[src/rtl/ifu_pc_unit.sv]
// ---------------------------------------------------------------------------
// ifu_pc_unit
//   Instruction-fetch front end of the single-cycle MIPS core. Holds the
//   program counter, drives the instruction-memory address every cycle and
//   selects the next PC from sequential flow, conditional branch, 26-bit
//   jump or register jump. A stall holds the PC and the retired-fetch
//   counter; pc_plus8 provides the jal/jalr link value.
//
// Optional feature (compile-time macro PC_RANGE_CHECK_EN):
//   When defined, a next-PC that is misaligned or outside the instruction
//   memory window [RESET_PC, RESET_PC + IM_DEPTH*4 - 4] raises a sticky
//   fault that freezes the PC and counter until reset. When undefined,
//   fault is tied to 0 and any next-PC is loaded.
//
// Parameters:
//   RESET_PC  - PC after reset; also the instruction-memory base address
//   IM_DEPTH  - instruction-memory depth in 32-bit words
//
// Ports:
//   clk        in   1   rising-edge clock
//   reset      in   1   asynchronous, active-high reset
//   stall      in   1   1 = hold PC and counter this edge
//   npc_op     in   2   00 PC+4, 01 branch, 10 jump imm26, 11 jump register
//   br_cond    in   1   branch-taken qualifier (npc_op = 01 only)
//   imm16      in  16   signed branch offset in words
//   imm26      in  26   jump target index
//   rs_val     in  32   jump-register target
//   pc         out 32   current PC (instruction-memory address)
//   pc_plus8   out 32   pc + 8, link value
//   npc        out 32   combinational next PC
//   fault      out  1   sticky fetch fault
//   fetch_cnt  out 32   PC advances since reset (wraps silently)
// ---------------------------------------------------------------------------
module ifu_pc_unit #(
    parameter logic [31:0] RESET_PC = 32'h0000_3000,
    parameter int unsigned IM_DEPTH = 4096
) (
    input  logic        clk,
    input  logic        reset,
    input  logic        stall,
    input  logic [1:0]  npc_op,
    input  logic        br_cond,
    input  logic [15:0] imm16,
    input  logic [25:0] imm26,
    input  logic [31:0] rs_val,
    output logic [31:0] pc,
    output logic [31:0] pc_plus8,
    output logic [31:0] npc,
    output logic        fault,
    output logic [31:0] fetch_cnt
);

    typedef enum logic [1:0] {
        NPC_SEQ    = 2'b00,
        NPC_BRANCH = 2'b01,
        NPC_JUMP   = 2'b10,
        NPC_JR     = 2'b11
    } npc_op_e;

    logic [31:0] pc_q, pc_d;
    logic [31:0] cnt_q, cnt_d;
    logic        fault_q;
    logic        range_err;
    logic        advance;

    logic [31:0] pc_plus4;
    logic [31:0] br_offset;

    assign pc_plus4  = pc_q + 32'd4;
    // Word offset sign-extended and scaled to bytes.
    assign br_offset = {{14{imm16[15]}}, imm16, 2'b00};

    // NOTE: every signal written in an always_comb gets a default first, so
    // no path through the block leaves it unassigned and no latch is inferred.
    always_comb begin
        npc = pc_plus4;
        unique case (npc_op_e'(npc_op))
            NPC_SEQ:    npc = pc_plus4;
            NPC_BRANCH: npc = br_cond ? (pc_plus4 + br_offset) : pc_plus4;
            NPC_JUMP:   npc = {pc_q[31:28], imm26, 2'b00};
            NPC_JR:     npc = rs_val;
            default:    npc = pc_plus4;
        endcase
    end

`ifdef PC_RANGE_CHECK_EN
    localparam logic [31:0] IM_LAST = RESET_PC + 32'(IM_DEPTH * 4) - 32'd4;

    assign range_err = (npc[1:0] != 2'b00) || (npc < RESET_PC) || (npc > IM_LAST);

    // Sticky: once set only reset clears it. A stalled edge leaves it alone.
    always_ff @(posedge clk or posedge reset) begin
        if (reset) begin
            fault_q <= 1'b0;
        end else if (!stall && !fault_q && range_err) begin
            fault_q <= 1'b1;
        end
    end
`else
    assign range_err = 1'b0;
    assign fault_q   = 1'b0;
`endif

    // An offending target is not loaded: the fault edge itself holds the PC.
    assign advance = !stall && !fault_q && !range_err;

    always_comb begin
        pc_d  = pc_q;
        cnt_d = cnt_q;
        if (advance) begin
            pc_d  = npc;
            cnt_d = cnt_q + 32'd1;
        end
    end

    // NOTE: sequential state uses non-blocking assignments so every register
    // samples the pre-edge values, independent of statement order.
    always_ff @(posedge clk or posedge reset) begin
        if (reset) begin
            pc_q  <= RESET_PC;
            cnt_q <= 32'd0;
        end else begin
            pc_q  <= pc_d;
            cnt_q <= cnt_d;
        end
    end

    assign pc        = pc_q;
    assign pc_plus8  = pc_q + 32'd8;
    assign fault     = fault_q;
    assign fetch_cnt = cnt_q;

endmodule

[config.mk]
export PLATFORM = sky130hd
export DESIGN_NAME = ifu_pc_unit
export DESIGN_NICKNAME = d
export VERILOG_FILES = /design/src/rtl/ifu_pc_unit.sv
export SDC_FILE = /design/constraint.sdc
export NUM_CORES = 1
export LEC_CHECK = 0
export CAP_MARGIN = 10
export CORE_MARGIN = 1.5
export CORE_UTILIZATION = 45
export DETAILED_ROUTE_END_ITERATION = 8
export GPL_ROUTABILITY_DRIVEN = 0
export PLACE_DENSITY = 0.77
export SLEW_MARGIN = 20
export SYNTH_ARGS = -nofsm -noshare
export SYNTH_HDL_FRONTEND = slang
export SYNTH_SLANG_ARGS = --single-unit
[constraint.sdc]
create_clock -name clk -period 5.2 [get_ports clk]
set_input_delay 0.52 -clock clk [delete_from_list [all_inputs] [get_ports clk]]
set_output_delay 0.52 -clock clk [all_outputs]
set_load 0.05 [all_outputs]
# Yosys cells after proc, flatten, opt, wreduce, memory -nomap -nowiden
# Cells that the tools add are included.
# op_classes
addsub	4
eq_ne	3
muxes	2
reduce_logical	1
# op_table
op	count
case mux 32 bit (4 select lines)	1
adder 32 x 1 -> 32 bit, second input constant	1
adder 32 x 3 -> 32 bit, second input constant	1
adder 32 bit	1
adder 32 x 4 -> 32 bit, second input constant	1
two-way mux 32 bit	1
equality test 2 bit, second input constant	2
equality test 2 x 1 -> 1 bit, second input constant	1
zero test 2 bit	1
# totals
ff_bits	64
in_bits	80
output_inout_bits	129
elab_cells	12

# Depth between registers and ports, before layout
# Gate-level depths: netlist (run 1).
# logic_depth
word_depth	4
ltp_mapped	16

# Worst setup path before layout (run 1)
# No wires, ideal clock.
# synth_path
path_kind	reg2out
startpoint	register pc_q[3] (netlist: pc[3])
endpoint	output port npc[31]
arrival_time_ns	4.924
required_time_ns	4.680
path_slack_ns	-0.244
stages_incl_launch_ff	17
n_path_buf	1
cell_sequence	dfrtp_1 ha_1 nand3_2 nor4_4 and2_4 nand3_1 xnor2_2 ha_1 buf_2 nand3_1 or3_1 o22a_1 a211oi_1 nor3_1 nand3b_1 xnor2_1 o21ai_0
# synth_between
elab_chain_len	4
# synth_rtl
element	line	rtl
from (decl)	60	logic [31:0] pc_q, pc_d;
from (signal assigned)	123	pc_q <= pc_d;
adder 32 x 3 -> 32 bit *	69	assign pc_plus4 = pc_q + 32'd4;
adder 32 bit	79	NPC_BRANCH: npc = br_cond ? (pc_plus4 + br_offset) : pc_plus4;
two-way mux 32 bit	79	
case mux 32 bit (4 select lines) *	77	unique case (npc_op_e'(npc_op))
to (decl)	48	output logic [31:0] npc,
# Every way passes the cells marked *; elsewhere a longest branch is shown, timed or not.

# Worst setup path after layout (run 1)
# Ends and elaborated chain as after synthesis.

==> impl_metrics.ini, run 1 <==
[timing]
finalHoldViolCount = 0
min_period_ns = 5.025
postLayoutSetupSlackWorst_ns = 0.1747
fin_hold_ws_ns = 0.4942
slew-limit-headroom_pct = 30.42
period_share_pct = 96.64
fmax_mhz = 199.0
rsz0062_at_grt = true
fin_skew_ns = 0.007091
slew_viol_final = 0
finalSetupViolCount = 0
worstMarginPinSlew_ns = 1.040
tns_ns = 0

[flow_run]
maxCapViolations = 0

[placement]
hpwl_um = 17770
portBuffers = 207
dp_slack_ns = 0.5505
dp.cells = 1163

[layout]
drive_above_1_share_pct = 10.61
fin_nets = 1111
regArea_um2 = 1604
multiInputGateArea_um2 = 4608
area_growth_syn_to_layout_pct = 39.79
layout.cells.non_filler = 1179
fillers = 1220
diodes = 0

[clock_tree]
cts_root_buf = clkbuf_16
worst_skew_pair.late_latency_ns = 0.33
path_clk_slew_ns = 0.05
clock_path_buffers = 2
post_cts_buffers = 0
cts_buffers = 9
cts_tree = done
cts.sinks = 64
h-tree-depth = 3

[synth]
synth-seq-area-share_pct = 24.60
ys_async_sr_fraction_pct = 100.0
synth_fa_ha_area_share_pct = 7.214
syn_nets = 922
post_synth_and_or_nand_nor_area_fraction_pct = 22.56
yosys_most_used_dff = dfrtp_1
synth_edf_count = 0
synth_compound_area_share_pct = 18.15
muxShareOfSynthArea_pct = 8.020
yosysUniqueCellTypes = 81
syn-instance-count = 805
syn_area_per_cell_um2 = 8.101
yosysWarnings = 0
synth_top_family_by_area = simple AND/OR/NAND/NOR gates
syn_area_um2 = 6521
ys_ff_latch = 64
synth_xor_area_share_pct = 14.33

[pwr]
powerDensity_nw_per_um2 = 404.7
vdd_drop_max_v = 0.0004195
p_total_mw = 3.689
leakage_nw = 3.965

[floorplanning]
initial_core_util_pct = 46.62
die_area_um2 = 15220
die_h_um = 123.4
die_x_um = 123.4
num_io_pins = 209
fp.coreArea_um2 = 13990
row_count = 43

[grt]
antenna_found_initial = 0
grt_pass1_vias = 6549
grt.busiest_layer = met2
grtUsageTotal_pct = 30.47
met1_usage_pct = 37.74
gr-total-overflow = 0
grt_pass1_wl_um = 35260
use_met2_pct = 49.17
use_met3_pct = 6.827
grt_max_degree = 65

[setup_path]
crit_fanout = 10
endpoint_kind = output port
path_class = reg -> out
cp.arrival_ns = 4.51
worstSetupStartpointType = flop
required_ns = 4.68

[drt]
drc = 0
viasPerCell = 5.881
antenna_left = 0
routedWlPerCell_um = 19.52
first_pass_iters = 7
vias = 6934
drt-initial-drc-count = 488
wl_um = 23020

[run_status]
status = complete, no violations

[min_path]
hold_class = reg -> reg
## worst max-delay path: stages (launching register included)
cell	delay [ns]
dfrtp_1	0.42
ha_1	0.23
nand3_2	0.16
nor4_4	0.44
and2_4	0.23
nand3_1	0.12
xnor2_2	0.18
ha_1	0.41
a21o_1	0.22
a21o_1	0.21
a2111oi_0	0.46
o41ai_1	0.18
o21ai_0	0.18
nand3b_1	0.14
xnor2_1	0.19
o21ai_1	0.22
buf_12	0.17
## layout make-up
type                    instances  share of cell area, %
clock buffers                  12                  2.704
clock inverters                 4                 0.7686
inverters                      34                  1.400
multi-input cells             661                  50.55
flip-flops and latches         64                  17.60
well taps                     180                  2.470
repair buffers                224                  24.51
## flip-flops by register name, indices dropped and copies added (netlist names)
register,cells
pc,32
fetch_cnt,32
## cell usage in the layout (no fill, tap or decap), drive strengths merged, types with 19 or more instances in the layout
cell,Yosys,layout
dfrtp,62,62
xnor2,66,66
nor2,82,82
inv,32,32
mux2,26,26
nand2,87,87
mux2i,23,23
clkdlybuf4s50,0,184
ha,36,36
buf,16,36
a21oi,52,52
xor2,39,39
o21ai,33,33
nand4,19,19
nand3,35,35
## cells in the mapped netlist, types with 15 or more instances
library cell  instances  share of area, %
nand2_1              86               5.0
nor2_1               81               4.7
xnor2_1              64               8.6
dfrtp_1              62                24
a21oi_1              52               4.0
xor2_1               39               5.2
ha_1                 36               6.9
nand3_1              33               2.5
inv_1                31               1.8
clkbuf_1             30               1.7
mux2_2               26               4.5
o21ai_0              25               1.9
mux2i_1              23               3.5
a21o_1               18               2.1
nand4_1              16               1.5
nor3_1               15               1.2
## logic make-up (layout without fill, tap and decap cells)
group | Yosys count | after routing
simple gates | 292 | 292
compound gates | 177 | 177
xor+xnor | 105 | 105
buf+inv | 80 | 274
flops | 64 | 64
mux | 49 | 49
fa+ha+maj | 37 | 37
other cells | 1 | 1
## path summary, 6_finish.rpt
path                           endpoint  cells after the start          from  slack (ns)
setup reg to reg                 pc[27]                     15         pc[3]        1.09
max in group asynchronous        pc[31]                      3         reset        3.86
min in group asynchronous         pc[8]                      3         reset        0.76
hold / removal             fetch_cnt[6]                      1  fetch_cnt[6]        0.49
hold reg to reg            fetch_cnt[6]                      1  fetch_cnt[6]        0.49
setup / recovery                npc[31]                     16         pc[3]        0.17
## repair_timing
action	CTS	global route
gates resized for setup	0	7
setup endpoints to repair	0	6
hold buffers	0	0
## metrics by stage
| stage | instance area [um2] | util (%) |
|---|---|---|
| after global placement | 8768 | 62.68 |
| after CTS | 9085 | 64.95 |
| after global routing | 9116 | 65.17 |
| after floorplan | 6521 | - |
| after detailed placement | 8768 | 62.68 |
| final | 9116 | 65.17 |
## power breakdown
group	internal (mW)	switching [mW]	total, mW
combinational	0.832	1.46	2.29
sequential	0.581	0.165	0.745
clock	0.431	0.223	0.654
## per-layer routing
metal  part of all wire, %  routed length (um)
met1                    40                9120
met2                    47               10750
met3                   8.3                1915
met4                   5.3                1228
met5                     0                   0
(Power assumes the default switching activity.)
==> inputs of run 2 (changes only) <==
--- a/config.mk
+++ b/config.mk
@@ -6,12 +6,11 @@
 export NUM_CORES = 1
 export LEC_CHECK = 0
 export CAP_MARGIN = 10
-export CORE_MARGIN = 1.5
 export CORE_UTILIZATION = 45
 export DETAILED_ROUTE_END_ITERATION = 8
 export GPL_ROUTABILITY_DRIVEN = 0
 export PLACE_DENSITY = 0.77
-export SLEW_MARGIN = 20
+export SLEW_MARGIN = 30
 export SYNTH_ARGS = -nofsm -noshare
 export SYNTH_HDL_FRONTEND = slang
 export SYNTH_SLANG_ARGS = --single-unit
==> run 2 against run 1 <==
Compared with the run above:
- hold slack worse by 0.0061 ns
- combinational power about the same
- highest routed layer unchanged
- clock-buffer cell count down 2
- global-route usage up 0.85 points
- cell count is 0.17% lower
- critical endpoint is now npc[14]
- core utilization rose by 0.080 points
- sequential share of layout area barely moved
==> impl_metrics.ini, run 2 (synthesis gave the netlist of run 1 again) <==
[clock_tree]
cts_buffers = 9
clock_path_buffers = 2
cts_tree = done
h-tree-depth = 3
cts_root_buf = clkbuf_16
worst_skew_pair.late_latency_ns = 0.34
cts.sinks = 64
path_clk_slew_ns = 0.05
cts_hold_buf = 0

[timing]
finalSetupViolCount = 0
fin_hold_ws_ns = 0.4881
fmax_mhz = 203.5
rsz0062_at_grt = true
slew-limit-headroom_pct = 42.31
period_share_pct = 94.48
fin_skew_ns = 0.007231
finalHoldViolCount = 0
tns_ns = 0
worstMarginPinSlew_ns = 0.8621
slew_viol_final = 0
postLayoutSetupSlackWorst_ns = 0.2870
min_period_ns = 4.913

[drt]
detailroute.wirelength.met3_um = 2018
antenna_left = 0
met1Wirelength_um = 9072
routedWlPerCell_um = 19.43
highest_layer = met4
viasPerCell = 5.902
drt-initial-drc-count = 443
vias = 6947
first_pass_iters = 5
drc = 0
met2_length_um = 10490
wl_um = 22870

[placement]
dpl-instance-area_um2 = 8753
hpwl_um = 17580
dp.cells = 1161
portBuffers = 207
dp_slack_ns = 0.5618

[floorplanning]
die_x_um = 122.4
initial_core_util_pct = 46.62
die_h_um = 122.4
fp.coreArea_um2 = 13990
num_io_pins = 209
die_area_um2 = 14980
row_count = 43

[layout]
layout.cells.non_filler = 1177
area_growth_syn_to_layout_pct = 39.97
drive_above_1_share_pct = 10.73
fin_nets = 1109
final_util_pct = 65.25
final_common_cell = clkdlybuf4s50_1
mostFrequentLayoutCells = clkdlybuf4s50_1 (185), nand2_1 (86), nor2_1 (81), xnor2_1 (64), dfrtp_1 (62)
diodes = 0
final_area_um2 = 9128

[grt]
gr-total-overflow = 0
grt_pass1_vias = 6641
antenna_found_initial = 0
grtUsageTotal_pct = 31.31
grt_max_degree = 65
grt_pass1_wl_um = 35400

[setup_path]
crit_fanout = 6
required_ns = 4.68
worst-r2r-cell-count = 15
cp.arrival_ns = 4.39
worstSetupStartpointType = flop
path_class = reg -> out
endpoint_kind = output port

[flow_run]
maxCapViolations = 0

[pwr]
p_total_mw = 3.730
powerDensity_nw_per_um2 = 408.6
leakage_nw = 3.951
vdd_drop_max_v = 0.0004237

[min_path]
whs_path_depth = 1
hold_class = reg -> reg

[run_status]
status = complete, no violations
run 2: changes by cell type in the layout (fill, tap and decap cells not counted):
| cell | before | now |
|---|---|---|
| clkdlybuf4s50_1 | 184 | 185 |
| clkinvlp_4 | 0 | 1 |
| clkbuf_8 | 1 | 0 |
| a21oi_1 | 52 | 51 |
| bufinv_16 | 2 | 3 |
| buf_4 | 29 | 27 |
| a211oi_1 | 12 | 11 |
| dlymetal6s2s_1 | 4 | 3 |
| clkbuf_1 | 2 | 1 |
| a211oi_2 | 0 | 1 |
| a21oi_2 | 0 | 1 |
run 2: final cells by class:
type	count	area [um2]
inverters	34	127.6
repair buffers	222	2217
clock buffers	10	229.0
well taps	180	225.2
fillers	1230	4861
clock inverters	6	107.6
flip-flops and latches	64	1604
multi-input cells	661	4617
run 2: report_power, final:
part           total [mW]  switching [mW]  leakage (nW)  internal, mW
logic                2.28            1.45          2.99         0.832
clock network       0.702           0.236         0.162         0.467
registers           0.743           0.162         0.799         0.580
run 2: worst paths after layout:
kind | start | to | slack, ns
max in group asynchronous | reset | pc[20] | 3.88
min in group asynchronous | reset | pc[6] | 0.76
worst max-delay path | pc[4] | npc[14] | 0.29
worst max register to register | pc[4] | pc[27] | 1.14
worst min-delay path | fetch_cnt[31] | fetch_cnt[31] | 0.49
worst min register to register | fetch_cnt[31] | fetch_cnt[31] | 0.49
run 2: metal layers:
layer / global-route usage (%) / vias to the layer above
li1: - / 3232
met1: 38.00 / 3273
met2: 50.88 / 361
met3: 7.156 / 81
met4: 17.76 / 0
met5: 0 / -
run 2: timing repair:
action | 4_1_cts | 5_1_grt
buffers inserted | 0 | 0
setup endpoints to repair | 0 | 6
gates resized for setup | 0 | 8
run 2: critical path: stages (launching register included):
cell,delay (ns)
dfrtp_1,0.45
ha_1,0.26
nand4_1,0.22
nor3_1,0.34
nand2_1,0.11
xnor2_1,0.27
ha_1,0.32
a21o_1,0.22
a21o_1,0.19
a21o_1,0.20
nor2_1,0.13
xor2_1,0.08
a211o_1,0.30
o21ai_0,0.09
clkdlybuf4s50_1,0.87
